===== config.mk =====
export PLATFORM = sky130hd
export DESIGN_NAME = gpio_in_filter_flat
export DESIGN_NICKNAME = d
export VERILOG_FILES = /design/src/rtl/gpio_in_filter_if.sv /design/src/rtl/gpio_in_filter.sv /design/src/flat_wrapper.sv
export SDC_FILE = /design/constraint.sdc
export NUM_CORES = 1
export LEC_CHECK = 0
export BUFFER_PORTS_ARGS = -buffer_cell sky130_fd_sc_hd__buf_2
export CAP_MARGIN = 15
export CORE_MARGIN = 5
export CORE_UTILIZATION = 30
export CTS_BUF_LIST = sky130_fd_sc_hd__clkbuf_8
export DETAILED_ROUTE_END_ITERATION = 8
export GPL_ROUTABILITY_DRIVEN = 0
export PLACE_DENSITY = 0.52
export SYNTH_ARGS = -nofsm -noshare
export SYNTH_HDL_FRONTEND = slang
export SYNTH_SLANG_ARGS = --single-unit

===== constraint.sdc =====
create_clock -name CLK -period 3.7 [get_ports CLK]
set_input_delay 0.74 -clock CLK [delete_from_list [all_inputs] [get_ports CLK]]
set_output_delay 0.74 -clock CLK [all_outputs]
set_load 0.03 [all_outputs]

===== src/rtl/gpio_in_filter_if.sv =====
// Signal bundle between the GPIO pad conditioning stage and the GPIO peripheral.
// Valid/ready handshakes are absent: every field is a level, sampled on each CLK edge.
interface gpio_in_filter_if #(
  parameter int WIDTH = 8
);
  logic [WIDTH-1:0] GPIO_I;
  logic [WIDTH-1:0] DEB_EN;
  logic [WIDTH-1:0] RISE_EN;
  logic [WIDTH-1:0] FALL_EN;
  logic [WIDTH-1:0] IRQ_CLR;
  logic [WIDTH-1:0] GPIO_VAL;
  logic [WIDTH-1:0] IRQ_STATUS;
  logic             IRQ;

  modport master (
    output GPIO_I, DEB_EN, RISE_EN, FALL_EN, IRQ_CLR,
    input  GPIO_VAL, IRQ_STATUS, IRQ
  );

  modport slave (
    input  GPIO_I, DEB_EN, RISE_EN, FALL_EN, IRQ_CLR,
    output GPIO_VAL, IRQ_STATUS, IRQ
  );
endinterface


===== src/rtl/gpio_in_filter.sv =====
// GPIO input conditioning: per-bit synchroniser, optional debounce counter,
// rising/falling edge detection into sticky interrupt status with an OR summary.
module gpio_in_filter #(
    parameter int WIDTH           = 8,
    parameter int SYNC_STAGES     = 2,
    parameter int DEBOUNCE_CYCLES = 16
) (
    input logic          CLK,
    input logic          PORESETn,
    gpio_in_filter_if.slave bus
);

    localparam int CNT_W = (DEBOUNCE_CYCLES > 1) ? $clog2(DEBOUNCE_CYCLES) : 1;
    localparam logic [CNT_W-1:0] CNT_MAX = CNT_W'(DEBOUNCE_CYCLES - 1);

    logic [WIDTH-1:0] sync_q [SYNC_STAGES];
    logic [CNT_W-1:0] cnt_q  [WIDTH];
    logic [CNT_W-1:0] cnt_d  [WIDTH];
    logic [WIDTH-1:0] val_q, val_d;
    logic [WIDTH-1:0] status_q, status_d;
    logic [WIDTH-1:0] sync_s;
    logic [WIDTH-1:0] edge_evt;

    // Pad levels enter the chain directly so only flops see the async input.
    always_ff @(posedge CLK or negedge PORESETn) begin
        if (!PORESETn) begin
            for (int k = 0; k < SYNC_STAGES; k++) sync_q[k] <= '0;
        end else begin
            sync_q[0] <= bus.GPIO_I;
            for (int k = 1; k < SYNC_STAGES; k++) sync_q[k] <= sync_q[k-1];
        end
    end

    assign sync_s = sync_q[SYNC_STAGES-1];

    // Counter only advances while the synchronised level disagrees with the
    // filtered level; any agreement, including a glitch back, restarts it.
    always_comb begin
        val_d = val_q;
        for (int i = 0; i < WIDTH; i++) begin
            cnt_d[i] = '0;
            if (!bus.DEB_EN[i]) begin
                val_d[i] = sync_s[i];
            end else if (sync_s[i] != val_q[i]) begin
                if (cnt_q[i] == CNT_MAX) val_d[i] = sync_s[i];
                else                     cnt_d[i] = cnt_q[i] + CNT_W'(1);
            end
        end
    end

    assign edge_evt = ( val_d & ~val_q & bus.RISE_EN)
                    | (~val_d &  val_q & bus.FALL_EN);

    // Set has priority over clear when both land on the same edge.
    assign status_d = edge_evt | (status_q & ~bus.IRQ_CLR);

    always_ff @(posedge CLK or negedge PORESETn) begin
        if (!PORESETn) begin
            val_q    <= '0;
            status_q <= '0;
            for (int i = 0; i < WIDTH; i++) cnt_q[i] <= '0;
        end else begin
            val_q    <= val_d;
            status_q <= status_d;
            for (int i = 0; i < WIDTH; i++) cnt_q[i] <= cnt_d[i];
        end
    end

    assign bus.GPIO_VAL   = val_q;
    assign bus.IRQ_STATUS = status_q;
    assign bus.IRQ        = |status_q;

endmodule


===== src/flat_wrapper.sv =====
// flat-port wrapper written by rule: the top's interface ports become plain ports
module gpio_in_filter_flat 
#(
    parameter int WIDTH           = 8,
    parameter int SYNC_STAGES     = 2,
    parameter int DEBOUNCE_CYCLES = 16
)
  (CLK, PORESETn, bus_GPIO_I, bus_DEB_EN, bus_RISE_EN, bus_FALL_EN, bus_IRQ_CLR, bus_GPIO_VAL, bus_IRQ_STATUS, bus_IRQ);
  gpio_in_filter_if #(.WIDTH(WIDTH)) bus_i ();
  input logic CLK;
  input logic PORESETn;
  input wire logic [$bits(bus_i.GPIO_I)-1:0] bus_GPIO_I;
  input wire logic [$bits(bus_i.DEB_EN)-1:0] bus_DEB_EN;
  input wire logic [$bits(bus_i.RISE_EN)-1:0] bus_RISE_EN;
  input wire logic [$bits(bus_i.FALL_EN)-1:0] bus_FALL_EN;
  input wire logic [$bits(bus_i.IRQ_CLR)-1:0] bus_IRQ_CLR;
  output wire logic [$bits(bus_i.GPIO_VAL)-1:0] bus_GPIO_VAL;
  output wire logic [$bits(bus_i.IRQ_STATUS)-1:0] bus_IRQ_STATUS;
  output wire logic [$bits(bus_i.IRQ)-1:0] bus_IRQ;
  assign bus_i.GPIO_I = bus_GPIO_I;
  assign bus_i.DEB_EN = bus_DEB_EN;
  assign bus_i.RISE_EN = bus_RISE_EN;
  assign bus_i.FALL_EN = bus_FALL_EN;
  assign bus_i.IRQ_CLR = bus_IRQ_CLR;
  assign bus_GPIO_VAL = bus_i.GPIO_VAL;
  assign bus_IRQ_STATUS = bus_i.IRQ_STATUS;
  assign bus_IRQ = bus_i.IRQ;
  gpio_in_filter #(.WIDTH(WIDTH), .SYNC_STAGES(SYNC_STAGES), .DEBOUNCE_CYCLES(DEBOUNCE_CYCLES)) u_core (.CLK(CLK), .PORESETn(PORESETn), .bus(bus_i));
endmodule

[Word level (Yosys, flattened, before mapping)]
Index checks and enable logic that the tools add are counted.
Operators by class
  reductions and logical operators: 1
  bitwise operators: 10
  multiplexer cells: 48
  eq/ne operators: 16
  add/subtract/negate cells: 8
Operators with widths (number)
  2-to-1 mux 4 bit: 24
  bitwise AND 8 bit: 5
  adder 4 x 1 -> 4 bit (second input constant): 8
  equality test 4 bit (second input constant): 8
  2-to-1 mux 1 bit: 24
  NOT 8 bit: 3
  bitwise OR 8 bit: 2
  inequality test 1 bit: 8
  OR reduction 8 bit: 1
Storage, ports and cells
  input bits: 42
  output and inout bits: 17
  word-level logic and storage cells: 95
  bits in registers: 64

[Longest topological paths before layout]
  depth in word-level cells: 9
  mapped depth: 4

[Worst setup path before layout]
Ideal clock, no wire load.
  kind: flip-flop to output port
  start point: register u_core.status_q[6], in the netlist u_core.bus.IRQ_STATUS[6]
  end point: output bus_IRQ
  buffers on the path: 0
  data required time: 2960 ps
  stages on the path, launching flop included: 3
  path slack: 1957 ps
  arrival time: 1003 ps
  cells stage by stage: dfrtp_1 > nor4_1 > nand2_1
On the way
  longest elaborated chain between the ends: 1
Ends and longest elaborated chain
  start: declaration: RTL line gpio_in_filter.sv:20  | logic [WIDTH-1:0] status_q, status_d;
  start signal: assignment: RTL line gpio_in_filter.sv:64  | status_q <= status_d;
  OR reduction 8 bit: RTL line gpio_in_filter.sv:71  | assign bus.IRQ = |status_q;
  end: declaration: RTL line flat_wrapper.sv:19  | output wire logic [$bits(bus_i.IRQ)-1:0] bus_IRQ;
Every way passes these cells.

[Worst setup path in the final report]
  start point: register u_core.status_q[2], in the netlist u_core.bus.IRQ_STATUS[2]
  end point: output bus_IRQ
The elaborated chain is that of the path after synthesis.

==> flow_summary_export.csv <==
group,metric,value,unit
yosys,syn-num-nets,263,
layout,final_common_cell,"dfrtp_1",
layout,layout.nets,335,
yosys,syn_inst,213,
pwr,p_leak,1.70,nW
route,drt_iter0_drc,53,
grt,antenna_found_initial,0,
timing,fin_skew,0.00725,ns
yosys,ys_types,23,
yosys,avgSynthCellArea,12.1,µm²
yosys,ys_ff_latch,64,
grt,grt_first_pass_wirelength,8440,µm
route,drc_errors,0,
grt,track_usage,10.7,%
placement,preCtsSetupSlack,1.85,ns
layout,final_area,3190,µm²
route,wire_per_inst,13.0,µm
pwr,peakVddDrop,0.187,mV
timing,grt_setup_unrepaired,"false",
worst_setup_path,cp-start-kind,"register",
route,ant_nets,0,
die,start_util,31.0,%
grt,grt-ovfl-total,0,
timing,period_share,58.3,%
placement,dp_cells,378,
timing,relSlewSlack,75.1,%
job,drv_cap,0,
cts,cts_max_level,3,
timing,worstMarginPinSlew,0.371,ns
placement,place_area,3010,µm²
cts,cts_setup_buffers,0,
die,die_area,10500,µm²
layout,area_delta_synth_final,24.0,%
route,vias,1742,
worst_setup_path,path_class,"register to output port",
cts,clk_path_buf_depth,2,
worst_setup_path,cp.arrival,1.42,ns
cts,cts.sinks,64,
timing,slew_viol_final,0,
timing,hold_viol,0,
cts,clockRootBuffer,"clkbuf_8",
yosys,yosys_warnings,0,
placement,dp_hpwl,3930,µm
timing,fin_crit,2.16,ns
die,rows,33,
layout,antenna_cells,0,
route,wirelength,5120,µm
timing,finalSetupTns,0,ns
cts,cts-resized-gates,0,
yosys,synth_seq_area_share,62.3,%
cts,clk_pin_slew,0.06,ns
die,ios,59,
timing,max_freq,464,MHz
layout,final_cell_mix,"dfrtp_1 (64), buf_2 (58), nand3_1 (22)",
worst_setup_path,cp-end-kind,"output port",
worst_hold_path,hold_path_class,"input port to async pin",
route,first_pass_iters,4,
die,die_x,103,µm
cts,cts_buffers,9,
worst_setup_path,path_max_fanout,3,
die,die_y,103,µm
cts,clk_latency,0.32,ns
pwr,p_per_area,452,nW/µm²
cts,cts_tree,"yes",
cts,ctsHoldBuffers,0,
timing,worst_slack,1.54,ns
layout,final_cell_count_no_fill,395,
status,status,"complete, no violations",
layout,postLayoutCoreUtil,38.4,%
worst_setup_path,cp.required,2.96,ns
grt,grt_pass1_vias,1839,
die,core_area,8300,µm²
yosys,netlist_area,2570,µm²
route,routed_via_density,4.41,
placement,io_buffer_count,58,
layout,drive_gt1_share,27.6,%
grt,grt_max_degree,47,
timing,finalSetupViolCount,0,
synth_stat cells:
master	instances	area share [%]
nand2_1	15	2.2
mux2_4	1	0.58
dfrtp_1	64	62
nor4_1	2	0.49
mux2_2	7	3.1
nand4b_1	1	0.34
nand3b_1	7	2.0
a22oi_1	1	0.29
o21ai_0	8	1.6
nor2_1	16	2.3
a22o_1	7	2.4
a21oi_1	2	0.39
nor2b_1	2	0.49
xnor2_1	1	0.34
xor2_1	21	7.1
o22ai_1	1	0.24
o21ai_1	1	0.19
nand3_1	22	4.3
and2_4	1	0.34
and3_1	14	3.4
ha_1	8	3.9
nor3b_1	1	0.29
inv_1	10	1.5
final cells by class:
| cell class | instances | area (µm²) |
|---|---|---|
| Tap cell | 105 | 131 |
| Clock inverter | 6 | 22.5 |
| Inverter | 10 | 37.5 |
| Multi-Input combinational cell | 139 | 933 |
| Fill cell | 831 | 5110 |
| Timing Repair Buffer | 61 | 325 |
| Clock buffer | 10 | 138 |
| Sequential cell | 64 | 1600 |
cell families after synthesis:
group	count (synthesis)	share of synthesized area [%]
compound gates	20	5.06
fa+ha+maj	8	3.89
mux	8	3.65
buf+inv	10	1.46
simple gates	81	16.2
xor+xnor	22	7.49
flops	64	62.3
stage by stage:
stage / power, mW / hold slack [ns]
final: 1.44 / 0.240
after floorplan: 0.891 / 0.331
after CTS: 1.47 / 0.350
after global routing: 1.53 / 0.221
after detailed placement: 0.980 / 0.335
after global placement: 0.977 / 0.333
flip-flops by register name, indices dropped and copies added, names as in the netlist:
name and count:
u_core.sync_s 8, u_core.sync_q 8, u_core.bus.GPIO_VAL 8, u_core.cnt_q 32, u_core.bus.IRQ_STATUS 8
worst max-delay path, cell delays in order, from the launching register on:
cell	delay, ns
dfrtp_1	0.40
nor4_1	0.39
nand2_1	0.11
buf_2	0.20
where the power goes:
group	leakage, nW	switching (mW)	internal, mW
clock	0.104	0.231	0.247
sequential	0.823	0.0361	0.742
combinational	0.775	0.112	0.0747
total	1.70	0.379	1.06
worst paths after layout:
kind	slack [ns]	startpoint	end	cells after the start
min	0.24	PORESETn	u_core.bus.GPIO_VAL[3]	1
max	1.54	u_core.bus.IRQ_STATUS[2]	bus_IRQ	3
min in group CLK	0.35	u_core.sync_q[15]	u_core.sync_s[7]	0
max reg2reg	2.37	u_core.cnt_q[28]	u_core.bus.GPIO_VAL[0]	4
min reg2reg	0.35	u_core.sync_q[15]	u_core.sync_s[7]	0
max in group asynchronous	2.82	PORESETn	u_core.cnt_q[20]	3
layer usage:
metal  vias to the layer above  global-route usage, %  share of wire [%]
met5                         -                      0                  0
met4                         0                   6.66                1.6
met3                         6                   2.50                3.8
met2                        36                   16.7                 49
met1                       823                   13.5                 45
li1                        877                      -                  -
Power figures use the tool's default switching activity.
